**src/rtl/reg_file_wr_arb.sv**
```systemverilog
// Integer register file: one unhandshaked core write port plus round-robin arbitrated unit write ports.
// Reads are combinational with no write-through; unit acks are zero-latency, and the core always wins.
module reg_file_wr_arb #(
    parameter int data_width    = 32,
    parameter int reg_sel_width = 5,
    parameter int num_units     = 2
) (
    input  logic                               clk,
    input  logic                               rst,
    input  logic [reg_sel_width-1:0]           rd_sel_a,
    output logic [data_width-1:0]              rd_data_a,
    input  logic [reg_sel_width-1:0]           rd_sel_b,
    output logic [data_width-1:0]              rd_data_b,
    input  logic                               core_wr_req,
    input  logic [reg_sel_width-1:0]           core_wr_sel,
    input  logic [data_width-1:0]              core_wr_data,
    input  logic [num_units-1:0]               rf_wr_req,
    input  logic [num_units*reg_sel_width-1:0] rf_wr_sel,
    input  logic [num_units*data_width-1:0]    rf_wr_data,
    output logic [num_units-1:0]               rf_wr_ack
);
    localparam int num_regs  = 1 << reg_sel_width;
    localparam int ptr_width = (num_units > 1) ? $clog2(num_units) : 1;
    localparam logic [ptr_width-1:0] last_unit = ptr_width'(num_units - 1);

    typedef enum logic [1:0] {ARB_IDLE, ARB_CORE, ARB_GRANT} arb_state_e;

    arb_state_e              arb_state;
    logic [ptr_width-1:0]    rr_ptr_q;
    logic [ptr_width-1:0]    rr_ptr_d;
    logic [ptr_width-1:0]    grant_idx;
    logic                    grant_vld;
    logic [data_width-1:0]   regs_q [num_regs];
    logic                    wr_en;
    logic [reg_sel_width-1:0] wr_sel;
    logic [data_width-1:0]   wr_data;

    // Lowest requesting unit at or after rr_ptr, wrapping around.
    always_comb begin
        int                   idx;
        logic [ptr_width-1:0] cand;
        grant_vld = 1'b0;
        grant_idx = '0;
        idx       = 0;
        cand      = '0;
        for (int k = 0; k < num_units; k++) begin
            idx = int'(rr_ptr_q) + k;
            if (idx >= num_units) begin
                idx = idx - num_units;
            end
            cand = ptr_width'(idx);
            if (!grant_vld && rf_wr_req[cand]) begin
                grant_vld = 1'b1;
                grant_idx = cand;
            end
        end
    end

    always_comb begin
        arb_state = ARB_IDLE;
        if (core_wr_req) begin
            arb_state = ARB_CORE;
        end else if (grant_vld) begin
            arb_state = ARB_GRANT;
        end
    end

    always_comb begin
        rr_ptr_d = rr_ptr_q;
        if (arb_state == ARB_GRANT) begin
            rr_ptr_d = (grant_idx == last_unit) ? '0 : grant_idx + ptr_width'(1);
        end
    end

    // Ack is masked by rst so an in-flight handshake is dropped the instant reset asserts.
    always_comb begin
        rf_wr_ack = '0;
        wr_en     = 1'b0;
        wr_sel    = core_wr_sel;
        wr_data   = core_wr_data;
        case (arb_state)
            ARB_CORE: begin
                wr_en = 1'b1;
            end
            ARB_GRANT: begin
                rf_wr_ack[grant_idx] = rst;
                wr_en   = 1'b1;
                wr_sel  = rf_wr_sel[int'(grant_idx)*reg_sel_width +: reg_sel_width];
                wr_data = rf_wr_data[int'(grant_idx)*data_width +: data_width];
            end
            default: begin
            end
        endcase
    end

    always_ff @(posedge clk or negedge rst) begin
        if (!rst) begin
            rr_ptr_q <= '0;
            for (int r = 0; r < num_regs; r++) begin
                regs_q[r] <= '0;
            end
        end else begin
            rr_ptr_q <= rr_ptr_d;
            if (wr_en && (wr_sel != '0)) begin
                regs_q[wr_sel] <= wr_data;
            end
        end
    end

    assign rd_data_a = (rd_sel_a == '0) ? '0 : regs_q[rd_sel_a];
    assign rd_data_b = (rd_sel_b == '0) ? '0 : regs_q[rd_sel_b];

endmodule

```
**config.mk**
```make
export PLATFORM = sky130hd
export DESIGN_NAME = reg_file_wr_arb
export DESIGN_NICKNAME = d
export VERILOG_FILES = /design/src/rtl/reg_file_wr_arb.sv
export SDC_FILE = /design/constraint.sdc
export NUM_CORES = 2
export LEC_CHECK = 0
export ABC_CLOCK_PERIOD_IN_PS = 3300
export CAP_MARGIN = 25
export CORE_MARGIN = 2
export CORE_UTILIZATION = 54
export DETAILED_ROUTE_END_ITERATION = 6
export PLACE_DENSITY = 0.78
export RECOVER_POWER = 100
export SYNTH_ARGS = -nofsm -noshare
export SYNTH_HDL_FRONTEND = slang
export SYNTH_SLANG_ARGS = --single-unit
```
**constraint.sdc**
```tcl
create_clock -name clk -period 3.3 [get_ports clk]
set_input_delay 0.33 -clock clk [delete_from_list [all_inputs] [get_ports clk]]
set_output_delay 0.33 -clock clk [all_outputs]
set_load 0.05 [all_outputs]
```
==> metrics.txt <==
status=complete, but fails checks; violated checks=capacitance limit, slew limit; Wirelength per Cell=31.4 um; die width=324 um; # IOs=192; initial core utilization=54.4%; final wirelength=161,000 um; final setup fails=0; GRT Util Overall=30.8%; Psw=15.2 mW; FFs w/ async S/R, synth=100%; worst-path cell chain=dlygate4sd3_1 -> nor2_4 -> nor4b_2 -> clkbuf_2 -> nor4_2 -> clkbuf_2; sequential fraction of the synthesis area=46.2%; WP buf/inv=3; CP delay by family, top=buffers and inverters; clock tree buffer depth=3; vias per cell=6.86; Pins Over Slew Limit=454; fin crit share=99.0%; root buf cell=clkbuf_16; element type at the critical path start=input pin; crit path max fanout=10; Ant. Diodes=0; Seq pwr share=43.9%; MaxCap Viol Count=9; VDD IR max=0.430 mV; GRT Residual Overflow=0; clock network power share=24.7%; iteration count of the initial detailed-routing pass=5; met3 wire len=15,200 um; clock sink count=1,025; largest net degree at the start of global routing=156; gpl congestion=0.825; crit path kind=input pin to output pin; Comb power frac=31.4%; Reg-to-Reg Start=rr_ptr_q; final-stage net count=3,803; Required @ worst endpoint=2.97 ns; Critical Path Source=rd_sel_a[4]; WL met2=75,700 um; Synth top cells by count=dfrtp_1, mux2_2, mux4_2; RSZ-0062 raised after global routing=no; Register Area=0.0256 mm2; Worst Tran Pin Value=2.16 ns; max layer used=met4; Mean Syn Cell Area=15.6 um2; Fmax achieved=0.306 GHz; clock-pin slew on the worst setup and hold paths=0.06 ns; Crit path arrival time=2.94 ns; Hold Crit Class=input pin to async pin; TritonCTS clock tree=yes; Crit. End Element=output pin; Cell Area, Synth=0.0555 mm2; share of cells above drive strength 1=48.9%; Mapped Cells=3,561; row cnt=117; CTS H-tree lvls=3; Netlist cell types=51; #FFs+latches synth=1,025; Area Growth Syn to Fin=13.3%; Rel. slew slack=-44.1%; total power per unit cell area=787 mW/mm2; TNS Setup=0 ns; area of the core=0.102 mm2; internal power=34.2 mW; post_cts resized=0; fillers=7,558; syn nets=3,687; top-count cell post-synth=dfrtp_1; HPWL after DPL=96,400 um; routed via count=35.2k; DRT antenna net count=0; Synth area leaders=dfrtp_1, mux4_2, mux2_2, mux2_4, mux2_1; first-pass GRT wire length=243,000 um; DRT iter0 DRCs=3,795; Net Sw Frac=30.8%; dominant cell type by area after synthesis=dfrtp_1; number of global-route vias before repair=37.0k; Ys Warns=0; IO Port Bufs=191; CTS buffer count=103; area of the multi-input gates=0.0276 mm2; Worst Clk Skew=0.0156 ns; # DRC=0; fin util=61.7%; wire length on met1=64,100 um; Primary FF master, synth=dfrtp_1; minimum clock period=3.27 ns; number of flops mapped to enable cells by yosys=0; antenna violations before repair=0; hold_ws=0.209 ns; r2r setup slk=0.15 ns; CP max stage delay=0.83 ns; Lkg Pwr=26.6 nW; Worst-Skew Late Latency=0.68 ns; share of the synthesized area in the top cell type=46.2%; Critical-path top delay cell=dlygate4sd3_1; die area=0.105 mm2; die extent in y=324 um; final hold vios=0; CP dominant cell by count=clkbuf_2
## final timing paths
check,end,cells after the start
setup / recovery,rd_data_a[1],6
setup reg to reg,regs_q[842],7
hold / removal,regs_q[98],2
max in group asynchronous,regs_q[724],3
hold reg to reg,regs_q[1018],0
min in group clk,regs_q[1018],0
## layout by cell type (no fill, tap or decap), types with 5 or more instances in the layout
master | netlist | layout
a211oi_1 | 10 | 10
a21oi_1 | 60 | 60
a22oi_1 | 100 | 100
buf_12 | 0 | 63
buf_2 | 108 | 5
buf_4 | 7 | 116
buf_6 | 24 | 9
buf_8 | 0 | 19
bufinv_16 | 0 | 10
clkbuf_1 | 235 | 46
clkbuf_16 | 0 | 104
clkbuf_2 | 0 | 58
clkbuf_4 | 0 | 13
clkbuf_8 | 0 | 23
clkdlybuf4s50_1 | 0 | 114
clkinv_2 | 0 | 20
clkinv_8 | 0 | 5
dfrtp_1 | 1025 | 1025
inv_1 | 36 | 36
mux2_1 | 131 | 238
mux2_2 | 741 | 740
mux2_4 | 120 | 14
mux2i_1 | 51 | 51
mux4_2 | 576 | 576
nand2_1 | 100 | 100
nor2_1 | 47 | 43
nor2_4 | 0 | 8
nor2b_1 | 15 | 14
o21ai_0 | 65 | 32
o21ai_1 | 4 | 9
o21ai_2 | 0 | 26
or3_1 | 6 | 7
## logic make-up (layout without fill, tap and decap cells)
| kind of cell | after synthesis | count (layout) | synth area share [%] |
|---|---|---|---|
| multiplexers | 1619 | 1619 | 45.3 |
| flip-flops | 1025 | 1025 | 46.2 |
| buffers and inverters | 453 | 650 | 3.68 |
| AO/OA/AOI/OAI | 257 | 257 | 2.98 |
| AND/OR/NAND/NOR | 207 | 207 | 1.84 |
## metrics by stage
| stage | worst slack [ns] | std cells | power, mW | area, um2 |
|---|---|---|---|---|
| 2_1_floorplan | 0.103 | 3561 | 32.9 | 55500 |
| 5_1_grt | 0.0699 | 5126 | 51.6 | 62900 |
| 6_report | 0.0330 | 5126 | 49.5 | 62900 |
| 4_1_cts | 0.177 | 5122 | 50.1 | 64100 |
| 3_3_place_gp | 0.119 | 4922 | 36.8 | 60400 |
| 3_5_place_dp | 0.105 | 4935 | 37.8 | 60600 |
## power by group through the flow
| stage | combinational (mW) | clock (mW) | sequential (mW) |
|---|---|---|---|
| CTS | 16.3 | 12.3 | 21.6 |
| floorplan | 12.5 | 0 | 20.3 |
| global route | 16.4 | 12.9 | 22.3 |
| global placement | 15.6 | 0 | 21.2 |
| detailed placement | 16.2 | 0 | 21.7 |
| finish | 15.5 | 12.2 | 21.7 |
## layout make-up
cell class	instances	share of cell area, %
flip-flops and latches	1025	40.8
clock inverters	37	0.792
well taps	1368	2.72
repair buffers	427	6.78
multi-input cells	2083	43.9
inverters	37	0.221
clock buffers	149	4.78
## sequential cells by signal (all words and copies together), names as in the netlist
signal and flops:
regs_q 1024, rr_ptr_q 1
## repair_timing
item | 4_1_cts | 5_1_grt
endpoints found under the hold margin | 41 | 0
hold buffers | 1 | 0
buffers inserted | 0 | 0
setup endpoints to repair | 0 | 0
## layer usage
layer | global-route usage (%) | vias up
met4 | 11.5 | 0
li1 | - | 14000
met3 | 7.44 | 382
met5 | 0 | -
met2 | 47.3 | 1887
met1 | 43.1 | 18900
No activity file was read; power rests on OpenSTA's default activity.
